## src/rtl/split_pkg.sv

```systemverilog
// Shared types and constants for the split display sequencer.
// Holds the sequencer state encoding, token width and channel-select values.
package split_pkg;

  localparam int unsigned TOKEN_W = 16;

  localparam logic CH1 = 1'b0;
  localparam logic CH2 = 1'b1;

  typedef enum logic [2:0] {
    StIdle,
    StRead,
    StWrite,
    StLcdRst,
    StShowEntry,
    StDwellEntry,
    StShowOut
  } state_e;

endpackage

```

## src/rtl/split_display_sequencer_dwell_timer.sv

```systemverilog
// Up-counter with synchronous clear and a terminal-count flag at a programmable limit.
// Saturates at the limit so a late clear never sees a wrapped count.
module split_display_sequencer_dwell_timer #(
  parameter int unsigned Width = 28
) (
  input  logic             clock,
  input  logic             reset,
  input  logic             clear_i,
  input  logic             enable_i,
  input  logic [Width-1:0] limit_i,
  output logic             done_o
);

  logic [Width-1:0] count_q, count_d;

  assign done_o = (count_q == limit_i);

  always_comb begin
    count_d = count_q;
    if (clear_i) begin
      count_d = '0;
    end else if (enable_i && !done_o) begin
      count_d = count_q + 1'b1;
    end
  end

  always_ff @(posedge clock) begin
    if (reset) begin
      count_q <= '0;
    end else begin
      count_q <= count_d;
    end
  end

endmodule

```

## src/rtl/split_display_sequencer.sv

```systemverilog
// Split stage ahead of the LCD writer: pops tokens, routes them alternately to two
// output FIFOs, keeps display registers and sequences the writer's show/reset strobes.
module split_display_sequencer
  import split_pkg::*;
#(
  parameter int unsigned DATA_WIDTH   = TOKEN_W,
  parameter int unsigned DWELL_CYCLES = 50000000,
  parameter int unsigned CNT_WIDTH    = 26
) (
  input  logic                  clock,
  input  logic                  reset,
  input  logic [DATA_WIDTH-1:0] in_data,
  input  logic                  in_empty,
  output logic                  in_rd_en,
  output logic [DATA_WIDTH-1:0] out1_data,
  input  logic                  out1_full,
  output logic                  out1_wr_en,
  output logic [DATA_WIDTH-1:0] out2_data,
  input  logic                  out2_full,
  output logic                  out2_wr_en,
  output logic [DATA_WIDTH-1:0] entry_1,
  output logic [DATA_WIDTH-1:0] output_1,
  output logic [DATA_WIDTH-1:0] output_2,
  output logic                  show_entry_1,
  output logic                  show_output_1,
  output logic                  show_output_2,
  output logic                  lcd_reset,
  input  logic                  entry_1_finished,
  output logic                  busy
);

  // Two extra bits so the 4x timeout limit fits alongside the dwell limit.
  localparam int unsigned TimerW = CNT_WIDTH + 2;
  localparam logic [TimerW-1:0] DwellLimit   = TimerW'(DWELL_CYCLES - 1);
  localparam logic [TimerW-1:0] TimeoutLimit = TimerW'(4 * DWELL_CYCLES - 1);

  state_e                state_q, state_d;
  logic                  sel_q;
  logic [DATA_WIDTH-1:0] token_q, entry_q, out1_q, out2_q;

  logic              target_full;
  logic              write_go;
  logic              timer_clear;
  logic              timer_en;
  logic              timer_done;
  logic [TimerW-1:0] timer_limit;

  assign target_full = (sel_q == CH1) ? out1_full : out2_full;
  assign write_go    = (state_q == StWrite) && !target_full;

  // Counter restarts from zero on every state change.
  assign timer_clear = (state_d != state_q);
  assign timer_en    = state_q inside {StShowEntry, StDwellEntry, StShowOut};
  assign timer_limit = (state_q == StShowEntry) ? TimeoutLimit : DwellLimit;

  split_display_sequencer_dwell_timer #(
    .Width(TimerW)
  ) u_dwell_timer (
    .clock   (clock),
    .reset   (reset),
    .clear_i (timer_clear),
    .enable_i(timer_en),
    .limit_i (timer_limit),
    .done_o  (timer_done)
  );

  always_ff @(posedge clock) begin
    if (reset) begin
      state_q <= StIdle;
    end else begin
      state_q <= state_d;
    end
  end

  always_comb begin
    state_d = state_q;
    unique case (state_q)
      StIdle:       if (!in_empty) state_d = StRead;
      StRead:       state_d = StWrite;
      StWrite:      if (!target_full) state_d = StLcdRst;
      StLcdRst:     state_d = StShowEntry;
      StShowEntry:  if (entry_1_finished || timer_done) state_d = StDwellEntry;
      StDwellEntry: if (timer_done) state_d = StShowOut;
      StShowOut:    if (timer_done) state_d = StIdle;
      default:      state_d = StIdle;
    endcase
  end

  always_ff @(posedge clock) begin
    if (reset) begin
      sel_q   <= CH1;
      token_q <= '0;
      entry_q <= '0;
      out1_q  <= '0;
      out2_q  <= '0;
    end else begin
      if (state_q == StRead) begin
        token_q <= in_data;
        entry_q <= in_data;
      end
      if (write_go) begin
        if (sel_q == CH1) begin
          out1_q <= token_q;
        end else begin
          out2_q <= token_q;
        end
        sel_q <= ~sel_q;
      end
    end
  end

  // Strobes are masked during reset so an aborted cycle issues no FIFO traffic.
  always_comb begin
    in_rd_en      = 1'b0;
    out1_wr_en    = 1'b0;
    out2_wr_en    = 1'b0;
    lcd_reset     = 1'b0;
    show_entry_1  = 1'b0;
    show_output_1 = 1'b0;
    show_output_2 = 1'b0;
    busy          = 1'b0;
    if (!reset) begin
      in_rd_en      = (state_q == StRead);
      out1_wr_en    = write_go && (sel_q == CH1);
      out2_wr_en    = write_go && (sel_q == CH2);
      lcd_reset     = (state_q == StLcdRst);
      show_entry_1  = (state_q == StShowEntry);
      show_output_1 = (state_q == StShowOut);
      show_output_2 = (state_q == StShowOut);
      busy          = (state_q != StIdle);
    end
  end

  assign out1_data = token_q;
  assign out2_data = token_q;
  assign entry_1   = entry_q;
  assign output_1  = out1_q;
  assign output_2  = out2_q;

endmodule

```

## config.mk

```make
export PLATFORM = sky130hd
export DESIGN_NAME = split_display_sequencer
export DESIGN_NICKNAME = d
export VERILOG_FILES = /design/src/rtl/split_pkg.sv /design/src/rtl/split_display_sequencer_dwell_timer.sv /design/src/rtl/split_display_sequencer.sv
export SDC_FILE = /design/constraint.sdc
export NUM_CORES = 1
export LEC_CHECK = 0
export BUFFER_PORTS_ARGS = -buffer_cell sky130_fd_sc_hd__buf_4
export CORE_UTILIZATION = 24
export DETAILED_ROUTE_END_ITERATION = 12
export PLACE_DENSITY = 0.48
export SLEW_MARGIN = 20
export SYNTH_ARGS = -nofsm -noshare
export SYNTH_HDL_FRONTEND = slang
export SYNTH_SLANG_ARGS = --single-unit
```

## constraint.sdc

```tcl
create_clock -name clock -period 2.2 [get_ports clock]
set_input_delay 0.44 -clock clock [delete_from_list [all_inputs] [get_ports clock]]
set_output_delay 0.44 -clock clock [all_outputs]
set_load 0.02 [all_outputs]
```

---- Yosys cells after proc, flatten, opt, wreduce, memory -nomap -nowiden ----
Cells that the tools add are included.
word-level totals
  output and inout port bits .............. 88
  logic and storage cells ................. 44
  register bits after elaboration ......... 80
cells by class
  eq/ne operators ......................... 8
  muxes and demuxes ....................... 15
  bitwise logic cells ..................... 1
  reductions and logical operators ........ 13
  add/subtract/negate cells ............... 1
operator list
  operator                                              count
  adder 28 x 1 -> 28 bit (second input constant)        1
  equality test 28 bit                                  1
  two-way mux 28 bit                                    1
  one-hot mux 3 bit (7 select lines)                    1
  two-way mux 3 bit                                     5
  equality test 3 bit (second input constant)           3
  two-way mux 1 bit                                     8
  equality test 3 x 2 -> 1 bit (second input constant)  2
  nonzero test 3 bit                                    2
  logical AND 1 bit                                     4
  AND reduction 2 bit                                   2
  equality test 3 x 1 -> 1 bit (second input constant)  1
  logical NOT 3 bit                                     1
  != test 3 bit                                         1
  logical NOT 1 bit                                     2
  OR reduction 2 bit                                    1
  logical OR 1 bit                                      1
  inverter 1 bit                                        1

---- Logic depth before layout (Yosys ltp) ----
Gate-level depths: netlist of the first run.
  word-level depth ........................ 8
  depth in mapped cells ................... 8
  mapped depth without buffers ............ 6

---- By module ----
Synthesis of the first run repeated with hierarchy kept, for this count alone.
second synthesis, totals
  cells, all modules ...................... 484
  area total of the unflattened synthesis .. 4135.2 µm²
modules (own cells, without submodules)
  module                               cells an instance  times used  sequential area each (µm²)  area an instance (µm²)
  split_display_sequencer              277                1           1041.0                      2439.8
  split_display_sequencer_dwell_timer  207                1           560.5                       1695.4

---- Least setup slack after synthesis of the first run ----
OpenSTA, ideal clock, no wires.
  path kind ............................... input -> output
  start point ............................. input out2_full
  end point ............................... output out2_wr_en
  setup slack ............................. -0.344 ns
  buffers on the path ..................... 2
  cell stages on the path ................. 6
  data arrival time ....................... 2.104 ns
  cell sequence ........................... mux2_2 -> or3_1 -> or2_2 -> clkbuf_1 -> buf_2 -> nor2_1
between the ends
  longest elaborated chain between the ends .. 5
RTL lines
  item                RTL line                        text
  start: declaration  split_display_sequencer.sv:19   input logic out2_full,
  two-way mux 1 bit   split_display_sequencer.sv:48   assign target_full = (sel_q == CH1) ? out1_full : out2_full;
  logical NOT 1 bit   n/a
  logical AND 1 bit   split_display_sequencer.sv:49   assign write_go = (state_q == StWrite) && !target_full;
  logical AND 1 bit   split_display_sequencer.sv:125  out2_wr_en = write_go && (sel_q == CH2);
  two-way mux 1 bit   split_display_sequencer.sv:122  if (!reset) begin
  end: declaration    split_display_sequencer.sv:20   output logic out2_wr_en,
No other way between the ends.

---- Worst setup path in the final report of the first run ----
  start point ............................. register sel_q
  end point ............................... output out2_wr_en
between the ends
  longest elaborated chain between the ends .. 5
RTL lines
  item                      RTL line                        text
  start: declaration        split_display_sequencer.sv:38   logic sel_q;
  start signal: assignment  split_display_sequencer.sv:107  sel_q <= ~sel_q;
  two-way mux 1 bit         split_display_sequencer.sv:48
  logical NOT 1 bit         n/a
  logical AND 1 bit         split_display_sequencer.sv:49
  logical AND 1 bit (*)     split_display_sequencer.sv:125
  two-way mux 1 bit (*)     split_display_sequencer.sv:122
Every way passes the cells marked *; elsewhere a longest branch is shown, timed or not.

==> results by stage, run 1 <==
Status:
- The run finished, with violations left.
- The final reports fail on setup timing.

STA:
- Timing would allow up to 447.8 MHz.
- The number of max-slew violations in the final report was 0.
- In the finished design, the share of the clock period the worst path needs comes to 1.015.
- Clock skew on the completed layout was measured at about 0.008 ns.
- For the pin with the worst max-slew slack, the measured transition is 0.4577 ns.
- The clock period minus final worst setup slack is between 2 and 2.5 ns.
- Setup violations remaining at the end of the flow were counted as 2.
- Setup repair after global routing could not meet its margin everywhere.
- Setup slack on the critical path of the routed design comes to -0.03307 ns.
- Setup total negative slack on the finished layout was measured at -0.05815 ns.
- The final-report hold violation count came to 0.
- In this run the tightest slew margin relative to its limit is 0.6948.

Layout:
- Measured on the finished design, the core utilization comes to 0.3550.
- For this run, the post-layout net count is 603.
- The layout overhead on the synthesized area is 44.87%.
- Of the cells placed in the final design, the portion with a size suffix greater than 1 is 0.4034.
- The antenna diode count is 0.
- The filler cells instantiated in the layout total 1,682.
- The finished cells cover 5639 µm².

Worst setup path:
- In this run the worst path has a maximum fanout of 3.
- The kind of critical path is register to output pin.
- STA classifies the critical path startpoint as a register.
- The launch instance of the worst register-to-register path is u_dwell_timer.count_q[16]$_SDFFE_PP0P_.
- Data arrives at the worst endpoint at ~1.8 ns.
- The required time of the critical path is ~1.8 ns.
- The type of destination of the critical path is an output pin.
- The number of cells traversed by the worst register-to-register path is 7.
- The endpoint identified for the worst register-to-register timing path is u_dwell_timer.count_q[7]$_SDFFE_PP0P_.
- The setup slack of the most critical reg-to-reg path is 0.03 ns.

Placement:
- Port buffering added approximately 110 buffers.
- The total placed instance area is 5007 µm².
- The sum of net half-perimeters after detailed placement is 8343 µm.
- At the end of routability-driven placement, the weighted congestion stood at about 0.81.

Die:
- For this configuration, the core starts out at a cell density of 0.2450.
- After floorplanning, the core was divided into 46 placement rows.
- The die covers 16,730 µm².
- The number of placed I/O pins is 110.
- In this run the vertical extent of the chip is 129.4 µm.
- In this run the horizontal extent of the chip is about 130 µm.
- The core region is 15,890 µm².

CTS:
- In this run, CTS created clock tree buffers numbering 9.
- The later-pin clock latency in the skew report is 0.34 ns.
- The number of levels in the clock H-tree is 3.
- The tree is rooted in a clkbuf_16.
- The number of buffers between clock root and the deepest sink is 2.
- After clock tree synthesis, the clock-pin slew on the worst setup and hold paths is 0.06 ns.
- Hold repair after CTS inserted 0 buffers.
- The CTS tree is yes.
- The number of clock sinks is 80.

Yosys:
- The largest area contributor in the netlist is dfxtp_1.
- The synthesized net count is 483.
- The area share of the largest cell type after synthesis is 0.4114.
- The post-synthesis instance total is 460.
- For this run, the register share of the synthesized area comes to 0.4114.
- The Yosys step of the flow raised 0 warnings.
- The synthesized netlist occupies a cell area of 3892 µm².
- The mean area per synthesized cell is 8.462 µm².
- The count of state elements after synthesis is 80.
- The unique cell type count in the Yosys netlist is 49.
- Sorting the synthesized cells by area gives the leading types as dfxtp_1 (41%), nand2_1 (7.6%), buf_4 (6.9%), a211oi_1 (4.8%), a21oi_1 (4.8%).

Detailed routing:
- After detailed routing, the number of vias per cell comes to ~4.7.
- Dividing the detail-routed wire length by the instance count gives 14.98 µm.
- The detail route stage leaves a number of antenna-violating nets equal to 0.
- The first detailed-routing pass took 5 iterations.
- The number of DRC markers in iteration 0 is 208.
- Across all layers, the routed design uses 3,777 vias.
- The number of remaining DRC errors is 0.
- Wires add up to 12,000 µm.

Global route:
- The pin count of the biggest net entering global routing is 35.
- The initial antenna violation count is 0.
- Across every metal layer, demand over resource in global routing totals 0.1410.
- The global-route wire length before repair is 18,140 µm.
- The leftover overflow at the end of global routing is 0.
- The via count of the first global-routing pass is between 3k and 4k.

Pwr:
- For this design the static power due to leakage is between 0.002 and 0.0025 µW.
- IR analysis of the VDD net gives a maximum drop of 348.2 µV.
- Summing internal, switching and leakage power gives around 3700 µW.
- The power density normalized to cell area is 649.6 nW/µm².

Hold path:
- The worst hold path passes through 3 cells.
- The path class of the tightest hold or removal check is input pin to register.
- The worst hold path terminates at entry_1[3]$_SDFFE_PP0P_.
- The startpoint of the lowest-slack hold path is in_data[3].

Flow run:
- The max-cap check violation count is 0.
[cells in the mapped netlist (all sizes together)]
cell type and n:
a2111oi 1, or4 12, inv 4, nor2b 2, nand2 79, nor2 25, o2111ai 1, o31ai 12
clkbuf 20, or3 17, a21o 1, nand3 15, xnor2 2, or2 2, buf 43, nand4 11
and4 6, dfxtp 80, o41ai 2, ha 1, or4b 2, nor3 6, o21ai 16, and4b 1
o2111a 1, mux2i 16, o21bai 1, nand2b 3, nor4 4, nor4b 2, o21a 1, mux2 1
nand3b 1, a211oi 26, a21oi 38, and3 3, and2 1, a2bb2oi 1
[layout by cell type (no fill, tap or decap), drive strengths merged, types with 4 or more instances in the layout]
cell type / netlist / layout
a211oi: 26 / 26
or3: 17 / 17
o21ai: 16 / 16
nor3: 6 / 6
dfxtp: 80 / 80
clkbuf: 20 / 14
nand4: 11 / 11
nand2: 79 / 79
mux2i: 16 / 16
nor2: 25 / 25
a21oi: 38 / 38
nor4: 4 / 4
nand3: 15 / 15
buf: 43 / 169
o31ai: 12 / 12
and4: 6 / 6
inv: 4 / 4
or4: 12 / 12
[repair_timing]
action                                  in CTS  in global routing
endpoints found under the setup margin       4                 30
gates resized for setup                     11                 27
gates cloned                                 0                  3
pin swaps                                    2                 10
buffers inserted                             3                  8
endpoints found under the hold margin        0                  0
[worst max-delay path: stages (launching register included)]
cell,delay (ns)
dfxtp_2,0.34
mux2_4,0.31
or3_4,0.34
or2_4,0.25
nor2_4,0.09
buf_6,0.12
[final cells by class]
class                           instances  area, µm²  area share
Multi-Input combinational cell        313       1998      0.3543
Sequential cell                        80       1620      0.2873
Timing Repair Buffer                  172       1404      0.2489
Tap cell                              216      270.3     0.04793
Clock buffer                           11      252.7     0.04482
Clock inverter                          5      78.83     0.01398
Inverter                                4      15.01    0.002663
[registers in the layout (all words and copies together) (netlist names)]
| name | count |
|---|---|
| u_dwell_timer.count_q | 28 |
| state_q | 3 |
| output_1 | 16 |
| entry_1 | 16 |
| sel_q | 1 |
| output_2 | 16 |
[per-layer routing]
| layer | track usage | routed length [µm] | share of wire |
|---|---|---|---|
| met1 | 0.1740 | 5307 | 0.44 |
| met5 | 0 | 0 | 0 |
| met2 | 0.2359 | 5750 | 0.48 |
| met4 | 0.05398 | 94 | 0.0078 |
| met3 | 0.03509 | 843 | 0.070 |
[how the worst max path moves through the flow]
stage | start | end | slack [ns] | cells after the start
finish | sel_q$_SDFFE_PP0P_ | out2_wr_en | -0.03 | 5
global route | sel_q$_SDFFE_PP0P_ | out1_wr_en | -0.09 | 5
CTS | sel_q$_SDFFE_PP0P_ | out2_wr_en | -0.06 | 5
detailed placement | u_dwell_timer.count_q[16]$_SDFFE_PP0P_ | u_dwell_timer.count_q[27]$_SDFFE_PP0P_ | -0.05 | 5
global placement | u_dwell_timer.count_q[16]$_SDFFE_PP0P_ | u_dwell_timer.count_q[27]$_SDFFE_PP0P_ | -0.009 | 5
floorplan | out2_full | out2_wr_en | -0.02 | 6
[stage by stage]
stage | hold slack, ns | std cells | setup WS, ns
after global placement | 0.4457 | 771 | -0.009363
after CTS | 0.3312 | 790 | -0.06456
final | 0.3464 | 801 | -0.03307
after floorplan | 0.4604 | 460 | -0.02189
after detailed placement | 0.4501 | 771 | -0.04821
after global routing | 0.3406 | 801 | -0.09144
[where the power goes]
group / leakage [µW] / switching [µW] / internal [µW]
Clock: 0.000165 / 602 / 1050
Combinational: 0.00142 / 285 / 201
Sequential: 0.000652 / 44.1 / 1480
[kinds of logic (layout without fill, tap and decap cells)]
kind of cell             Yosys count  count (layout)  synth area share
AO/OA/AOI/OAI                    101             101            0.1733
AND/OR/NAND/NOR                  192             192            0.2555
multiplexers                      17              17           0.04404
flip-flops                        80              80            0.4114
adder cells (fa/ha/maj)            1               1          0.003214
XOR/XNOR                           2               2          0.004501
buffers and inverters             67             192            0.1080
(Power assumes the default switching activity.)
==> run 2: changes to the inputs <==
--- a/config.mk
+++ b/config.mk
@@ -9,6 +9,7 @@
 export CORE_UTILIZATION = 24
 export DETAILED_ROUTE_END_ITERATION = 12
 export PLACE_DENSITY = 0.48
+export SKIP_CTS_REPAIR_TIMING = 1
 export SLEW_MARGIN = 20
 export SYNTH_ARGS = -nofsm -noshare
 export SYNTH_HDL_FRONTEND = slang
==> results by stage, run 2 (same netlist as run 1, synthesis figures left out) <==
Placement:
- The count of buffers inserted at the top-level ports is 109 (unchanged).
- The last weighted congestion value of the routability-driven placer is 0.8097 (unchanged).
- The total placed instance area is 5007 µm² (unchanged).
- The sum of net half-perimeters after detailed placement came to 8343 µm (unchanged).

Global route:
- The met1 routing resource usage after global routing is 0.1735 (was 0.1740).
- The met3 track demand over resource in global routing is 0.03509 (unchanged).
- The met2 track demand over resource is 0.2340 (was 0.2359).
- The most used routing layer in global routing is met2 (unchanged).
- The initial antenna violation count is 0 (unchanged).
- The via count of the first global-routing pass came to 3,421 (was 3,432).
- The pin count of the biggest net entering global routing is 35 (unchanged).
- The leftover overflow at the end of global routing came to 0 (unchanged).
- The total global routing track utilization is 0.1403 (was 0.1410).
- The global-route wire length before repair is 18,030 µm (was 18,140 µm).

Die:
- The initial core utilization was 0.2450 (unchanged).
- The die area is 16,730 µm² (unchanged).
- The number of placement rows is 46 (unchanged).
- The vertical die dimension is 129.4 µm (unchanged).
- The number of placed I/O pins is 110 (unchanged).
- The chip width is 129.4 µm (unchanged).
- The core region area came to 15,890 µm² (unchanged).

Layout:
- The final core area utilization came to 0.3507 (was 0.3550).
- The most common cell after layout, fill and taps aside was buf_4 (unchanged).
- The share of layout cells above drive strength 1 is 0.4000 (was 0.4034).
- The final-stage net count is 598 (was 603).
- Most frequent cells in the layout: buf_4 (157), nand2_1 (79), dfxtp_1 (69) (was buf_4 (161), nand2_1 (79), dfxtp_1 (69)).
- The register ranked first by flip-flop count is u_dwell_timer.count_q (unchanged).
- The layout overhead on the synthesized area is 43.14% (was 44.87%).
- The antenna diode count is 0 (unchanged).
- The flip-flop count of the largest register, all copies and words added is 28 (unchanged).
- The post-route cell area is 5572 µm² (was 5639 µm²).

Worst setup path:
- The destination of the worst register-to-register timing path is u_dwell_timer.count_q[27]$_SDFFE_PP0P_ (was u_dwell_timer.count_q[7]$_SDFFE_PP0P_).
- The highest-delay cell along the critical path was or3_4 (was dfxtp_2).
- The highest net fanout along the worst path came to 3 (unchanged).
- The kind of cell with the highest combined delay on the critical path is simple AND/OR/NAND/NOR gates (unchanged).
- The type of destination of the critical path is an output pin (unchanged).
- The kind of critical path is register to output pin (unchanged).
- The launching instance or port of the critical path is sel_q$_SDFFE_PP0P_ (unchanged).
- The number of cells traversed by the worst register-to-register path was 5 (was 7).
- Ordered list of cells on the worst path: mux2_4, or3_4, or2_4, nor2_4, buf_6 (unchanged).
- The launch instance of the worst register-to-register path is u_dwell_timer.count_q[12]$_SDFFE_PP0P_ (was u_dwell_timer.count_q[16]$_SDFFE_PP0P_).
- The critical path capture point was out2_wr_en (unchanged).
- The delay of the slowest cell on the worst path is 0.35 ns (was 0.34 ns).
- The combined buffer and inverter count along the critical path is 1 (unchanged).
- The required time of the critical path is 1.76 ns (about the same).
- The setup slack of the most critical reg-to-reg path is 0.06 ns (was 0.03 ns).
- The signal arrival time at the worst endpoint was 1.81 ns (was 1.79 ns).
- The startpoint class of the critical path is a register (unchanged).
- The cell count along the critical path came to 5 (unchanged).

STA:
- The post-route clock skew is 0.006536 ns (was 0.008155 ns).
- RSZ-0062 raised after global routing: yes (unchanged).
- The worst setup slack after layout came to -0.05138 ns (was -0.03307 ns).
- The slew at the pin with the worst max-slew slack is 0.4216 ns (was 0.4577 ns).
- The clock period minus final worst setup slack is 2.251 ns (was 2.233 ns).
- The final-report hold violation count is 0 (unchanged).
- The number of max-slew violations in the final report was 0 (unchanged).
- The share of the clock period used by the worst path came to 1.023 (was 1.015).
- The number of failing setup endpoints in the final timing report came to 1 (was 2).
- The remaining max-slew budget at the tightest pin is 0.7166 (was 0.6948).
- The maximum clock rate is 444.2 MHz (was 447.8 MHz).

Hold path:
- The worst min-delay path category is input pin to register (unchanged).
- The count of cells along the worst hold path was 3 (unchanged).
- The startpoint of the lowest-slack hold path is in_data[3] (unchanged).

CTS:
- The number of buffers between clock root and the deepest sink was 2 (unchanged).
- The number of clock sinks is 80 (unchanged).
- The clock root buffer is clkbuf_16 (unchanged).
- The clock-pin slew of the registers on the worst-case setup and hold paths is 0.06 ns (about the same).
- The number of levels in the clock H-tree was 3 (unchanged).
- The later-pin clock latency in the skew report is 0.34 ns (about the same).
- The number of buffers inserted during clock tree synthesis is 9 (unchanged).
- The CTS tree is yes (unchanged).

Pwr:
- The leakage power summed over all cells is 0.002212 µW (was 0.002242 µW).
- The peak ir drop on the vdd network was 344.4 µV (was 348.2 µV).
- The power density normalized to cell area is 657.3 nW/µm² (was 649.6 nW/µm²).

Status:
- Status: finished, violations left (unchanged).
- Violated checks: setup timing (unchanged).

Detailed routing:
- The detailed-routing iteration count for the pre-antenna-repair pass was 5 (unchanged).
- The remaining antenna violation count is 0 (unchanged).
- The total number of vias was 3,785 (was 3,777).
- The routed length per instance is 14.92 µm (was 14.98 µm).
- The number of remaining DRC errors is 0 (unchanged).
- The routed wire length is 11,880 µm (was 12,000 µm).
- The number of DRC markers in iteration 0 is 149 (was 208).
- The ratio of routed vias to standard cells is 4.755 (was 4.715).

Flow run:
- The max-cap check violation count is 0 (unchanged).
run 2: cell types whose count changed in the layout (fill, tap and decap cells not counted), sizes merged:
cell,before,now
clkbuf,14,12
buf,169,166
run 2: stage by stage:
step / total power [µW] / setup TNS [ns] / cells / worst slack, ns / hold slack [ns]
floorplan: 1851 / -0.02189 / 460 / -0.02189 / 0.4604
global placement: 2026 / -0.009363 / 771 / -0.009363 / 0.4457
detailed placement: 2029 / -0.06346 / 771 / -0.04821 / 0.4501
CTS: 3707 / -0.4613 / 787 / -0.2555 / 0.3312
global route: 3814 / -0.1531 / 796 / -0.1128 / 0.3406
finish: 3662 / -0.05138 / 796 / -0.05138 / 0.3477
run 2: report_power, final:
part / total, µW / switching (µW) / internal [µW]
Clock: 1650 / 600 / 1050
Sequential: 1520 / 43.6 / 1480
Combinational: 489 / 286 / 203
Total: 3660 / 930 / 2730
run 2: worst min-delay path, stage by stage:
cell	delay, ns
buf_4	0.11
nand2_1	0.05
a21oi_1	0.05
run 2: area by class of cell:
type                    count  area (µm²)
clock buffers              11       252.7
clock inverters             5       78.83
fillers                  1688       10310
inverters                   4       15.01
multi-input cells         313        2001
flip-flops and latches     80        1623
well taps                 216       270.3
repair buffers            167        1331
run 2: worst min path at each step:
stage                                             end
6_report                      entry_1[3]$_SDFFE_PP0P_
5_1_grt                       entry_1[3]$_SDFFE_PP0P_
4_1_cts                       entry_1[3]$_SDFFE_PP0P_
3_5_place_dp                 output_1[5]$_SDFFE_PP0P_
3_3_place_gp                 output_1[4]$_SDFFE_PP0P_
2_1_floorplan  u_dwell_timer.count_q[19]$_SDFFE_PP0P_
run 2: layer usage:
metal | part of all wire | routed length, µm
met2 | 0.48 | 5656
met1 | 0.44 | 5235
met3 | 0.068 | 807
met4 | 0.015 | 176
met5 | 0 | 0
==> run 3: changes to the inputs <==
--- a/config.mk
+++ b/config.mk
@@ -5,7 +5,7 @@
 export SDC_FILE = /design/constraint.sdc
 export NUM_CORES = 1
 export LEC_CHECK = 0
-export BUFFER_PORTS_ARGS = -buffer_cell sky130_fd_sc_hd__buf_4
+export BUFFER_PORTS_ARGS = -buffer_cell sky130_fd_sc_hd__clkbuf_2
 export CORE_UTILIZATION = 24
 export DETAILED_ROUTE_END_ITERATION = 12
 export PLACE_DENSITY = 0.48
@@ -14,3 +14,4 @@
 export SYNTH_ARGS = -nofsm -noshare
 export SYNTH_HDL_FRONTEND = slang
 export SYNTH_SLANG_ARGS = --single-unit
+export TNS_END_PERCENT = 5
==> results by stage, run 3 (same netlist as run 1, synthesis figures left out) <==
Die:
- The core region area is 15,890 µm² (unchanged).
- The initial core utilization is 0.2450 (unchanged).
- The vertical die dimension is 129.4 µm (unchanged).
- The die area is 16,730 µm² (unchanged).
- The number of placed I/O pins is 110 (unchanged).
- The chip width is 129.4 µm (unchanged).
- The number of placement rows is 46 (unchanged).

Pwr:
- The peak ir drop on the vdd network came to 355.1 µV (was 344.4 µV).
- The leakage power summed over all cells is 0.002128 µW (was 0.002212 µW).
- The power density normalized to cell area is 673.7 nW/µm² (was 657.3 nW/µm²).

Worst setup path:
- The setup slack of the most critical reg-to-reg path came to -0.05 ns (was 0.06 ns).
- The launch instance of the worst register-to-register path is u_dwell_timer.count_q[8]$_SDFFE_PP0P_ (was u_dwell_timer.count_q[12]$_SDFFE_PP0P_).
- The signal arrival time at the worst endpoint is 2.52 ns (was 1.81 ns).
- The required time of the critical path was 2.47 ns (was 1.76 ns).
- The destination of the worst register-to-register timing path is u_dwell_timer.count_q[22]$_SDFFE_PP0P_ (was u_dwell_timer.count_q[27]$_SDFFE_PP0P_).
- The highest net fanout along the worst path came to 15 (was 3).
- The startpoint class of the critical path was a register (unchanged).
- The type of destination of the critical path is a register (was output pin).
- The number of cells traversed by the worst register-to-register path is 8 (was 5).
- The kind of critical path is register to register (was register to output pin).

Placement:
- The placed instance count is 773 (was 771).
- The total placed instance area is 4782 µm² (was 5007 µm²).
- The count of buffers inserted at the top-level ports is 109 (unchanged).
- The sum of net half-perimeters after detailed placement came to 7930 µm (was 8343 µm).
- The last weighted congestion value of the routability-driven placer is 0.7878 (was 0.8097).

CTS:
- The number of buffers inserted during clock tree synthesis is 9 (unchanged).
- The number of levels in the clock H-tree is 3 (unchanged).
- The number of buffers between clock root and the deepest sink came to 2 (unchanged).
- The later-pin clock latency in the skew report is 0.35 ns (was 0.34 ns).
- The CTS tree is yes (unchanged).
- The clock-pin slew of the registers on the worst-case setup and hold paths is 0.06 ns (about the same).
- The number of clock sinks is 80 (unchanged).
- The clock root buffer is clkbuf_16 (unchanged).

Status:
- Violated checks: setup timing (unchanged).
- Status: finished, violations left (unchanged).

Layout:
- The most common cell after layout, fill and taps aside was clkbuf_2 (was buf_4).
- The number of non-filler instances in the completed layout is 795 (was 796).
- The antenna diode count is 0 (unchanged).
- The final-stage net count is 598 (unchanged).
- The layout overhead on the synthesized area is 37.09% (was 43.14%).
- The register ranked first by flip-flop count is u_dwell_timer.count_q (unchanged).
- The final core area utilization is 0.3359 (was 0.3507).
- The flip-flop count of the largest register, all copies and words added was 28 (unchanged).
- The share of layout cells above drive strength 1 came to 0.4197 (was 0.4000).
- Most frequent cells in the layout: clkbuf_2 (107), nand2_1 (79), dfxtp_1 (72) (was buf_4 (157), nand2_1 (79), dfxtp_1 (69)).
- The post-route cell area is 5336 µm² (was 5572 µm²).

STA:
- The final total negative setup slack is -0.1015 ns (was -0.05138 ns).
- The post-route clock skew is 0.006761 ns (was 0.006536 ns).
- The share of the clock period used by the worst path is 1.023 (about the same).
- The remaining max-slew budget at the tightest pin is 0.7562 (was 0.7166).
- The slew at the pin with the worst max-slew slack is 0.3607 ns (was 0.4216 ns).
- The number of max-slew violations in the final report is 0 (unchanged).
- RSZ-0062 raised after global routing: yes (unchanged).
- The clock period minus final worst setup slack is 2.250 ns (was 2.251 ns).
- The worst setup slack after layout came to -0.05012 ns (was -0.05138 ns).
- The maximum clock rate is 444.4 MHz (was 444.2 MHz).
- The final-report hold violation count is 0 (unchanged).
- The number of failing setup endpoints in the final timing report is 3 (was 1).

Global route:
- The leftover overflow at the end of global routing was 0 (unchanged).
- The global-route wire length before repair is 17,660 µm (was 18,030 µm).
- The initial antenna violation count is 0 (unchanged).
- The via count of the first global-routing pass is 3,532 (was 3,421).
- The pin count of the biggest net entering global routing came to 58 (was 35).
- The total global routing track utilization is 0.1360 (was 0.1403).

Flow run:
- The max-cap check violation count is 0 (unchanged).

Detailed routing:
- The number of DRC markers in iteration 0 is 237 (was 149).
- The number of remaining DRC errors is 0 (unchanged).
- The routed length per instance came to 14.70 µm (was 14.92 µm).
- The total number of vias is 3,830 (was 3,785).
- The remaining antenna violation count is 0 (unchanged).
- The detailed-routing iteration count for the pre-antenna-repair pass is 4 (was 5).
- The ratio of routed vias to standard cells is 4.818 (was 4.755).
- The routed wire length is 11,690 µm (was 11,880 µm).

Hold path:
- The worst min-delay path category is input pin to register (unchanged).
- The worst-case hold path end point is entry_1[3]$_SDFFE_PP0P_ (unchanged).
- The count of cells along the worst hold path is 3 (unchanged).
- The startpoint of the lowest-slack hold path was in_data[3] (unchanged).
[run 3: changes by cell type in the layout (fill, tap and decap cells not counted), sizes merged]
| cell | before | now |
|---|---|---|
| clkbuf | 12 | 117 |
| inv | 4 | 6 |
| clkinv | 3 | 0 |
| clkinvlp | 0 | 2 |
| buf | 166 | 59 |
[run 3: per-stage QoR]
stage | power [µW] | worst slack (ns) | hold slack [ns]
3_3_place_gp | 1973 | 0.01254 | 0.4421
5_1_grt | 3739 | -0.08544 | 0.3161
6_report | 3595 | -0.05012 | 0.3079
3_5_place_dp | 1981 | -0.02321 | 0.4472
2_1_floorplan | 1850 | -0.02189 | 0.4604
4_1_cts | 3626 | -0.2465 | 0.2978
[run 3: routing by layer]
metal  global-route usage  up-vias  wire (µm)
li1                     -     1863          -
met3              0.02766       10        615
met1               0.1681     1833       5512
met2               0.2255      124       5398
met4              0.06644        0        162
met5                    0        -          0
[run 3: worst max-delay path by stage]
stage / start / to / slack [ns] / cells after the start
finish: u_dwell_timer.count_q[8]$_SDFFE_PP0P_ / u_dwell_timer.count_q[22]$_SDFFE_PP0P_ / -0.05 / 8
global placement: u_dwell_timer.count_q[7]$_SDFFE_PP0P_ / u_dwell_timer.count_q[19]$_SDFFE_PP0P_ / 0.01 / 7
floorplan: out2_full / out2_wr_en / -0.02 / 6
detailed placement: u_dwell_timer.count_q[7]$_SDFFE_PP0P_ / u_dwell_timer.count_q[19]$_SDFFE_PP0P_ / -0.02 / 7
global route: sel_q$_SDFFE_PP0P_ / out2_wr_en / -0.09 / 5
CTS: sel_q$_SDFFE_PP0P_ / out2_wr_en / -0.25 / 5
[run 3: cell type report]
| type | instances | area, µm² |
|---|---|---|
| Fill cell | 1659 | 10550 |
| Multi-Input combinational cell | 313 | 2039 |
| Sequential cell | 80 | 1612 |
| Timing Repair Buffer | 167 | 1082 |
| Tap cell | 216 | 270.3 |
| Clock buffer | 9 | 225.2 |
| Clock inverter | 6 | 92.59 |
| Inverter | 4 | 15.01 |
[run 3: power by group]
part	total, µW	internal, µW	switching, µW
registers	1530	1480	47.1
logic	435	152	283
clock network	1630	995	637
[run 3: worst max-delay path, cell delays in order (launching register included)]
cell and delay (ns):
dfxtp_2 0.33, buf_4 0.14, and4_1 0.18, and4_4 0.19, o2111a_2 0.28, buf_12 0.14, clkbuf_16 0.16, or4_1 0.52
a211oi_2 0.22
